===== src/rtl/rxuart.sv =====
// rxuart: 8-N-1 serial receiver, LSB first, mid-bit sampling from a per-frame
// down-counter. Define RXUART_PARITY_EN for 8-E-1 frames with a parity_err strobe.
module rxuart #(
  parameter int unsigned CLOCKS_PER_BAUD = 868
) (
  input  logic       clk,
  input  logic       reset,
  input  logic       in,
  output logic [7:0] data,
  output logic       valid,
  output logic       busy,
  output logic       frame_err,
  output logic       parity_err
);

  localparam int unsigned HALF = CLOCKS_PER_BAUD / 2;
  localparam int unsigned CW   = $clog2(CLOCKS_PER_BAUD);

  localparam logic [2:0] IDLE      = 3'd0;
  localparam logic [2:0] START     = 3'd1;
  localparam logic [2:0] DATA      = 3'd2;
  localparam logic [2:0] STOP      = 3'd3;
  localparam logic [2:0] WAIT_HIGH = 3'd4;
`ifdef RXUART_PARITY_EN
  localparam logic [2:0] PARITY    = 3'd5;
`endif

  logic          s1, rs;
  logic [2:0]    state, state_n;
  logic [CW-1:0] cnt, cnt_n;
  logic [2:0]    idx, idx_n;
  logic [7:0]    sh, sh_n;
  logic [7:0]    data_n;
  logic          valid_n, busy_n, frame_err_n;
  logic          tick;
`ifdef RXUART_PARITY_EN
  logic          pbad, pbad_n;
  logic          parity_err_n;
`endif

  // Two-flop synchroniser on the asynchronous line
  always_ff @(posedge clk) begin
    if (!reset) begin
      s1 <= 1'b1;
      rs <= 1'b1;
    end else begin
      s1 <= in;
      rs <= s1;
    end
  end

  assign tick = (cnt == '0);

  // Next-state, counter, shift register and output computation
  always_comb begin
    state_n     = state;
    cnt_n       = cnt;
    idx_n       = idx;
    sh_n        = sh;
    data_n      = data;
    valid_n     = 1'b0;
    busy_n      = busy;
    frame_err_n = 1'b0;
`ifdef RXUART_PARITY_EN
    pbad_n       = pbad;
    parity_err_n = 1'b0;
`endif

    // Bit-timing counter runs in every in-frame state
    if (state != IDLE && state != WAIT_HIGH) begin
      cnt_n = tick ? CW'(CLOCKS_PER_BAUD - 1) : cnt - CW'(1);
    end

    case (state)
      IDLE: begin
        if (!rs) begin
          state_n = START;
          cnt_n   = CW'(HALF - 1);
          busy_n  = 1'b1;
        end
      end
      START: begin
        if (tick) begin
          if (rs) begin
            state_n = IDLE;
            busy_n  = 1'b0;
          end else begin
            state_n = DATA;
            idx_n   = 3'd0;
          end
        end
      end
      DATA: begin
        if (tick) begin
          sh_n  = {rs, sh[7:1]};
          idx_n = idx + 3'd1;
          if (idx == 3'd7) begin
`ifdef RXUART_PARITY_EN
            state_n = PARITY;
`else
            state_n = STOP;
`endif
          end
        end
      end
`ifdef RXUART_PARITY_EN
      PARITY: begin
        if (tick) begin
          pbad_n  = rs ^ (^sh);
          state_n = STOP;
        end
      end
`endif
      STOP: begin
        if (tick) begin
          if (rs) begin
            state_n = IDLE;
            busy_n  = 1'b0;
`ifdef RXUART_PARITY_EN
            if (pbad) begin
              parity_err_n = 1'b1;
            end else begin
              valid_n = 1'b1;
              data_n  = sh;
            end
`else
            valid_n = 1'b1;
            data_n  = sh;
`endif
          end else begin
            state_n     = WAIT_HIGH;
            frame_err_n = 1'b1;
          end
        end
      end
      WAIT_HIGH: begin
        // A break holds here; only a returning high line re-arms the receiver
        if (rs) begin
          state_n = IDLE;
          busy_n  = 1'b0;
        end
      end
      default: begin
        state_n = IDLE;
        busy_n  = 1'b0;
      end
    endcase
  end

  // State and registered outputs
  always_ff @(posedge clk) begin
    if (!reset) begin
      state     <= IDLE;
      cnt       <= '0;
      idx       <= 3'd0;
      sh        <= 8'd0;
      data      <= 8'd0;
      valid     <= 1'b0;
      busy      <= 1'b0;
      frame_err <= 1'b0;
    end else begin
      state     <= state_n;
      cnt       <= cnt_n;
      idx       <= idx_n;
      sh        <= sh_n;
      data      <= data_n;
      valid     <= valid_n;
      busy      <= busy_n;
      frame_err <= frame_err_n;
    end
  end

`ifdef RXUART_PARITY_EN
  // Parity mismatch flag and its strobe
  always_ff @(posedge clk) begin
    if (!reset) begin
      pbad       <= 1'b0;
      parity_err <= 1'b0;
    end else begin
      pbad       <= pbad_n;
      parity_err <= parity_err_n;
    end
  end
`else
  assign parity_err = 1'b0;
`endif

endmodule


===== config.mk =====
export PLATFORM = sky130hd
export DESIGN_NAME = rxuart
export DESIGN_NICKNAME = d
export VERILOG_FILES = /design/src/rtl/rxuart.sv
export SDC_FILE = /design/constraint.sdc
export NUM_CORES = 1
export LEC_CHECK = 0
export ABC_AREA = 1
export CORE_MARGIN = 8
export CORE_UTILIZATION = 45
export CTS_CLUSTER_DIAMETER = 120
export CTS_CLUSTER_SIZE = 40
export DETAILED_ROUTE_END_ITERATION = 10
export MAX_ROUTING_LAYER = met4
export PLACE_DENSITY_LB_ADDON = 0.08
export SYNTH_ARGS = -nofsm -noshare
export SYNTH_HDL_FRONTEND = slang
export SYNTH_SLANG_ARGS = --single-unit

===== constraint.sdc =====
create_clock -name clk -period 4.12 [get_ports clk]
set_clock_uncertainty 0.05 [all_clocks]
set_input_delay 0.412 -clock clk [delete_from_list [all_inputs] [get_ports clk]]
set_output_delay 0.412 -clock clk [all_outputs]
set_load 0.01 [all_outputs]

==> results of run 1 <==
[metal layers]
layer,part of all wire,track usage
met2,0.45,0.181
met3,0.051,0.0364
met4,0.024,0.0722
met5,0,-
met1,0.48,0.133
[logic make-up (layout without fill, tap and decap cells)]
logic type,Yosys count,in the layout,share of synthesized area
other cells,1,1,0.00215
buf+inv,47,62,0.120
compound gates,29,29,0.0898
flops,37,37,0.425
simple gates,125,125,0.326
fa+ha+maj,3,3,0.0216
xor+xnor,3,3,0.0151
[worst paths after layout]
| path | start | to | slack [ns] | cells after the start |
|---|---|---|---|---|
| max | cnt[0] | idx[1] | 2.39 | 8 |
| min | s1 | rs | 0.38 | 1 |
| max reg2reg | cnt[0] | idx[1] | 2.39 | 8 |
| min reg2reg | s1 | rs | 0.38 | 1 |
[metrics by stage]
stage                     hold WS [ns]  setup WS (ns)  instances  area [µm²]
after floorplan                  0.343           2.68        245        1740
after global placement           0.357           2.18        301        1880
after detailed placement         0.359           2.14        301        1880
after CTS                        0.377           2.39        308        1970
after global routing             0.411           2.23        308        1970
final                            0.384           2.39        308        1970
[registers in the layout, indices dropped and copies added (netlist names)]
signal	flops
valid	1
data	8
busy	1
state	3
s1	1
frame_err	1
sh	8
cnt	10
rs	1
idx	3
[placed cells by master, fill, tap and decap left out, types with 2 or more instances in the layout]
master,count
nand2_2,3
nor2_2,2
clkdlybuf4s50_1,13
nand4_1,3
o21ai_0,5
a31oi_1,2
dfxtp_1,37
inv_1,38
nand3_1,15
ha_1,3
or2_2,2
nand2_1,64
clkinv_1,2
a21oi_1,18
nor2_4,3
clkbuf_8,6
xor2_1,3
nor2_1,30
[cell type report]
cell class / count / area, µm²
clock buffers: 7 / 86.3
multi-input cells: 161 / 792
repair buffers: 14 / 138
inverters: 41 / 154
flip-flops and latches: 37 / 741
well taps: 48 / 60.1
fillers: 365 / 1720
[power by group through the flow]
stage                     Clock [W]  Combinational, W  Sequential [W]
after detailed placement          0          0.000457        0.000454
after floorplan                   0          0.000374        0.000450
final                      0.000250          0.000458        0.000446
after global placement            0          0.000458        0.000454
after global routing       0.000276          0.000525        0.000453
after CTS                  0.000259          0.000460        0.000445
[worst max-delay path, stage by stage, from the launching register on]
cell and delay, ns:
dfxtp_1 0.30, inv_1 0.12, ha_1 0.18, nand3_1 0.21
nor2_4 0.23, nand2_2 0.17, clkinv_1 0.20, nand2_1 0.07
a21oi_1 0.12
==> flow_summary.toml, run 1 <==
[status]
status = "complete, no violations"

[clock_tree]
hold_buffers = 0
cts_buffers = 5
htree_levels = 2
cts.clk_slew.worst_paths_ns = 0.07
clk_latency_ns = 0.28
cts_root_buf = "clkbuf_8"
cts_sinks = 37
clockBufferDepth = 2
post_cts_resized = 0
cts_setup_buffers = 0
cts_tree = "yes"

[global_route]
grt_max_degree = 26
track_usage = 0.119
antenna_found_initial = 0
grt_pass1_vias = 1362
grt_pass1_wl_um = 5730
grt_overflow_total = 0

[sta]
rsz0062_at_grt = "no"
hold_viol = 0
finalCritPeriodShare = 0.419
fin_setup_tns_ns = 0
min_period_ns = 1.73
drv_slew = 0
max-slew-margin-rel = 0.642
max_freq_mhz = 579
setup_violations = 0
tightest_slew_ns = 0.535

[die]
die_x_um = 78.2
io_pins = 15
die_h_um = 78.2
rows = 22
core_area_um2 = 3690
dieArea_um2 = 6120
start_util = 0.472

[placed_design]
io_buffers = 13
gp_congestion = 0.873
dpl.hpwl_um = 2320

[logic_synthesis]
syn-cell-area_um2 = 1740
synth_area_leaders = "dfxtp_1 (43%), nand2_1 (14%), inv_1 (8.2%)"
synthDistinctLibCells = 29
synth_common_cells = "nand2_1 (64), inv_1 (38), dfxtp_1 (37)"
synth-edff-count = 0
synth_flop_cell = "dfxtp_1"
synth_top_area_share = 0.425
yosysTopAreaCell = "dfxtp_1"
ys_async_sr_fraction = 0
synth_warnings = 0
ys_ff_latch = 37
netlist_instances = 245
syn_nets = 251
synth.most_common_cell = "nand2_1"
ys_seq_area_frac = 0.425
syn_avg_cell_area_um2 = 7.11

[pwr]
p_leak_nw = 0.924
powerDensity_nw_per_um2 = 585
total_power_w = 0.00115
combPwrFrac = 0.397
p_seq_frac = 0.386
switching_share = 0.393
p_int_w = 0.000700
clkPwrFrac = 0.217
irDropWorstVdd_v = 0.000372
power_switching_w = 0.000453

[routing]
vias_per_cell = 4.59
ant_nets = 0
wl_per_cell_um = 10.2
drt_iter0_markers = 116
drcViolationCount = 0
via_count = 1415
dr.pass1.iters = 4
drt_wl_total_um = 3150

[worst_setup_path]
crit_type = "flip-flop to flip-flop"
start_kind = "flip-flop"
cp_max_fo = 11
end_kind = "flip-flop"
cp.arrival_ns = 1.89
crit_required_ns = 4.28

[layout]
final_util = 0.534
drive_above_1_share = 0.0769
nNetsFinal = 266
syn_to_final_growth_pct = 13.1
n_antenna_cell = 0

[worst_hold_path]
hp-class = "flip-flop to flip-flop"

[run]
maxCapViolations = 0
Note: power is estimated with default switching activity, not from simulation.
==> run 2: changes to the inputs <==
clock period = 1.6 ns   (was 4.12 ns; I/O delays follow)
==> run 2 against run 1 <==
Net effect: routed wire length up 15%; die area stayed put; sequential power increased to 2.6 times the previous value; global-route usage increased by 0.60 points; critical endpoint is now sh[5].
==> flow_summary.toml, run 2 (synthesis gave the netlist of run 1 again) <==
[routing]
vias_per_cell = 4.82
drt_wl_total_um = 3630
drt_iter0_markers = 110
drcViolationCount = 0
ant_nets = 0
dr.pass1.iters = 4
wl_per_cell_um = 11.4
via_count = 1529

[die]
dieArea_um2 = 6120
core_area_um2 = 3690
die_h_um = 78.2
start_util = 0.472
die_x_um = 78.2
rows = 22
io_pins = 15

[sta]
finalCritPeriodShare = 0.935
fin_setup_tns_ns = 0
setup_violations = 0
drv_slew = 0
hold_viol = 0
max_freq_mhz = 668
min_period_ns = 1.50

[layout]
multi_input_area_um2 = 835
largest-register = "cnt"
regArea_um2 = 742
layout_common_cells = "nand2_1 (64), inv_1 (38), dfxtp_1 (36)"
syn_to_final_growth_pct = 20.3
nFillCells = 357
largestRegisters = "cnt x10, data x8, sh x8"
largest_reg_flops = 10
n_antenna_cell = 0
drive_above_1_share = 0.130
nNetsFinal = 274
final_common_cell = "nand2_1"

[global_route]
top_usage_layer = "met2"
track_usage = 0.125
met3_usage = 0.0467
grt_max_degree = 25
use_met2 = 0.193
use_met1 = 0.143
grt_overflow_total = 0
grt_pass1_wl_um = 6040
grt_pass1_vias = 1361
antenna_found_initial = 0

[status]
status = "complete, no violations"

[worst_setup_path]
worstPathCellList = "nor2_4, nand4_4, nor2_4, nand2_4, buf_4, nand2_1, nand2_1, a21oi_1"
cp.arrival_ns = 1.67
startpoint = "cnt[8]"
reg2reg_from = "cnt[8]"
crit_buf_inv = 1
crit_type = "flip-flop to flip-flop"
crit_family = "simple AND/OR/NAND/NOR gates"
cp_max_fo = 7
end_kind = "flip-flop"
slowest_stage = "dfxtp_1"
critPathMaxStageDelay_ns = 0.35
start_kind = "flip-flop"
crit_required_ns = 1.77

[pwr]
total_power_w = 0.00332
p_leak_nw = 0.993
powerDensity_nw_per_um2 = 1580
irDropWorstVdd_v = 0.000887

[placed_design]
dpl.hpwl_um = 2510
io_buffers = 13
gp_congestion = 0.826

[clock_tree]
clk_latency_ns = 0.29
cts_tree = "yes"
cts_sinks = 37
cts_root_buf = "clkbuf_8"
cts_buffers = 5
htree_levels = 2
clockBufferDepth = 2
hold_buffers = 0
cts.clk_slew.worst_paths_ns = 0.07

[run]
maxCapViolations = 0

[worst_hold_path]
hold_start = "s1"
hp-class = "flip-flop to flip-flop"
==> run 2: per-stage QoR <==
stage | instances | utilization | hold slack [ns] | instance area (µm²) | setup slack, ns
4_1_cts | 314 | 0.552 | 0.365 | 2040 | 0.00262
3_5_place_dp | 306 | 0.524 | 0.347 | 1930 | 0.0129
3_3_place_gp | 306 | 0.524 | 0.344 | 1930 | 0.0697
2_1_floorplan | 245 | - | 0.217 | 1740 | 0.165
5_1_grt | 317 | 0.568 | 0.378 | 2100 | -0.00979
6_report | 317 | 0.568 | 0.364 | 2100 | 0.104
==> run 2: cell type report <==
type                            count  area share
Inverter                           41      0.0740
Timing Repair Buffer               21      0.0967
Clock inverter                      1     0.00239
Multi-Input combinational cell    162       0.398
Sequential cell                    37       0.354
Tap cell                           48      0.0287
Clock buffer                        7      0.0460
==> run 2: path summary, 6_finish.rpt <==
| check | end | slack (ns) | cells past startpoint |
|---|---|---|---|
| worst max-delay path | sh[5] | 0.10 | 8 |
| worst min-delay path | rs | 0.36 | 1 |
| worst max register to register | sh[5] | 0.10 | 8 |
| worst min register to register | rs | 0.36 | 1 |
==> run 2: metal layers <==
metal | wire length (µm) | share of wire
met1 | 1770 | 0.49
met3 | 187 | 0.052
met2 | 1580 | 0.43
met4 | 91 | 0.025
met5 | 0 | 0
==> run 2: timing repair <==
action	in CTS	in global routing
endpoints found under the hold margin	0	0
pin swaps	0	5
gates cloned	0	1
setup endpoints to repair	1	25
resized for setup	1	7
buffers inserted	0	2
==> run 2: power by group <==
part	internal [W]	switching, W
clock	0.000389	0.000333
sequential	0.00105	0.000102
combinational	0.000557	0.000881
==> run 2: worst register-to-register path, stage by stage (launching register included) <==
cell and delay [ns]:
dfxtp_1 0.35, nor2_4 0.18, nand4_4 0.15, nor2_4 0.23
nand2_4 0.10, buf_4 0.16, nand2_1 0.05, nand2_1 0.04
a21oi_1 0.11
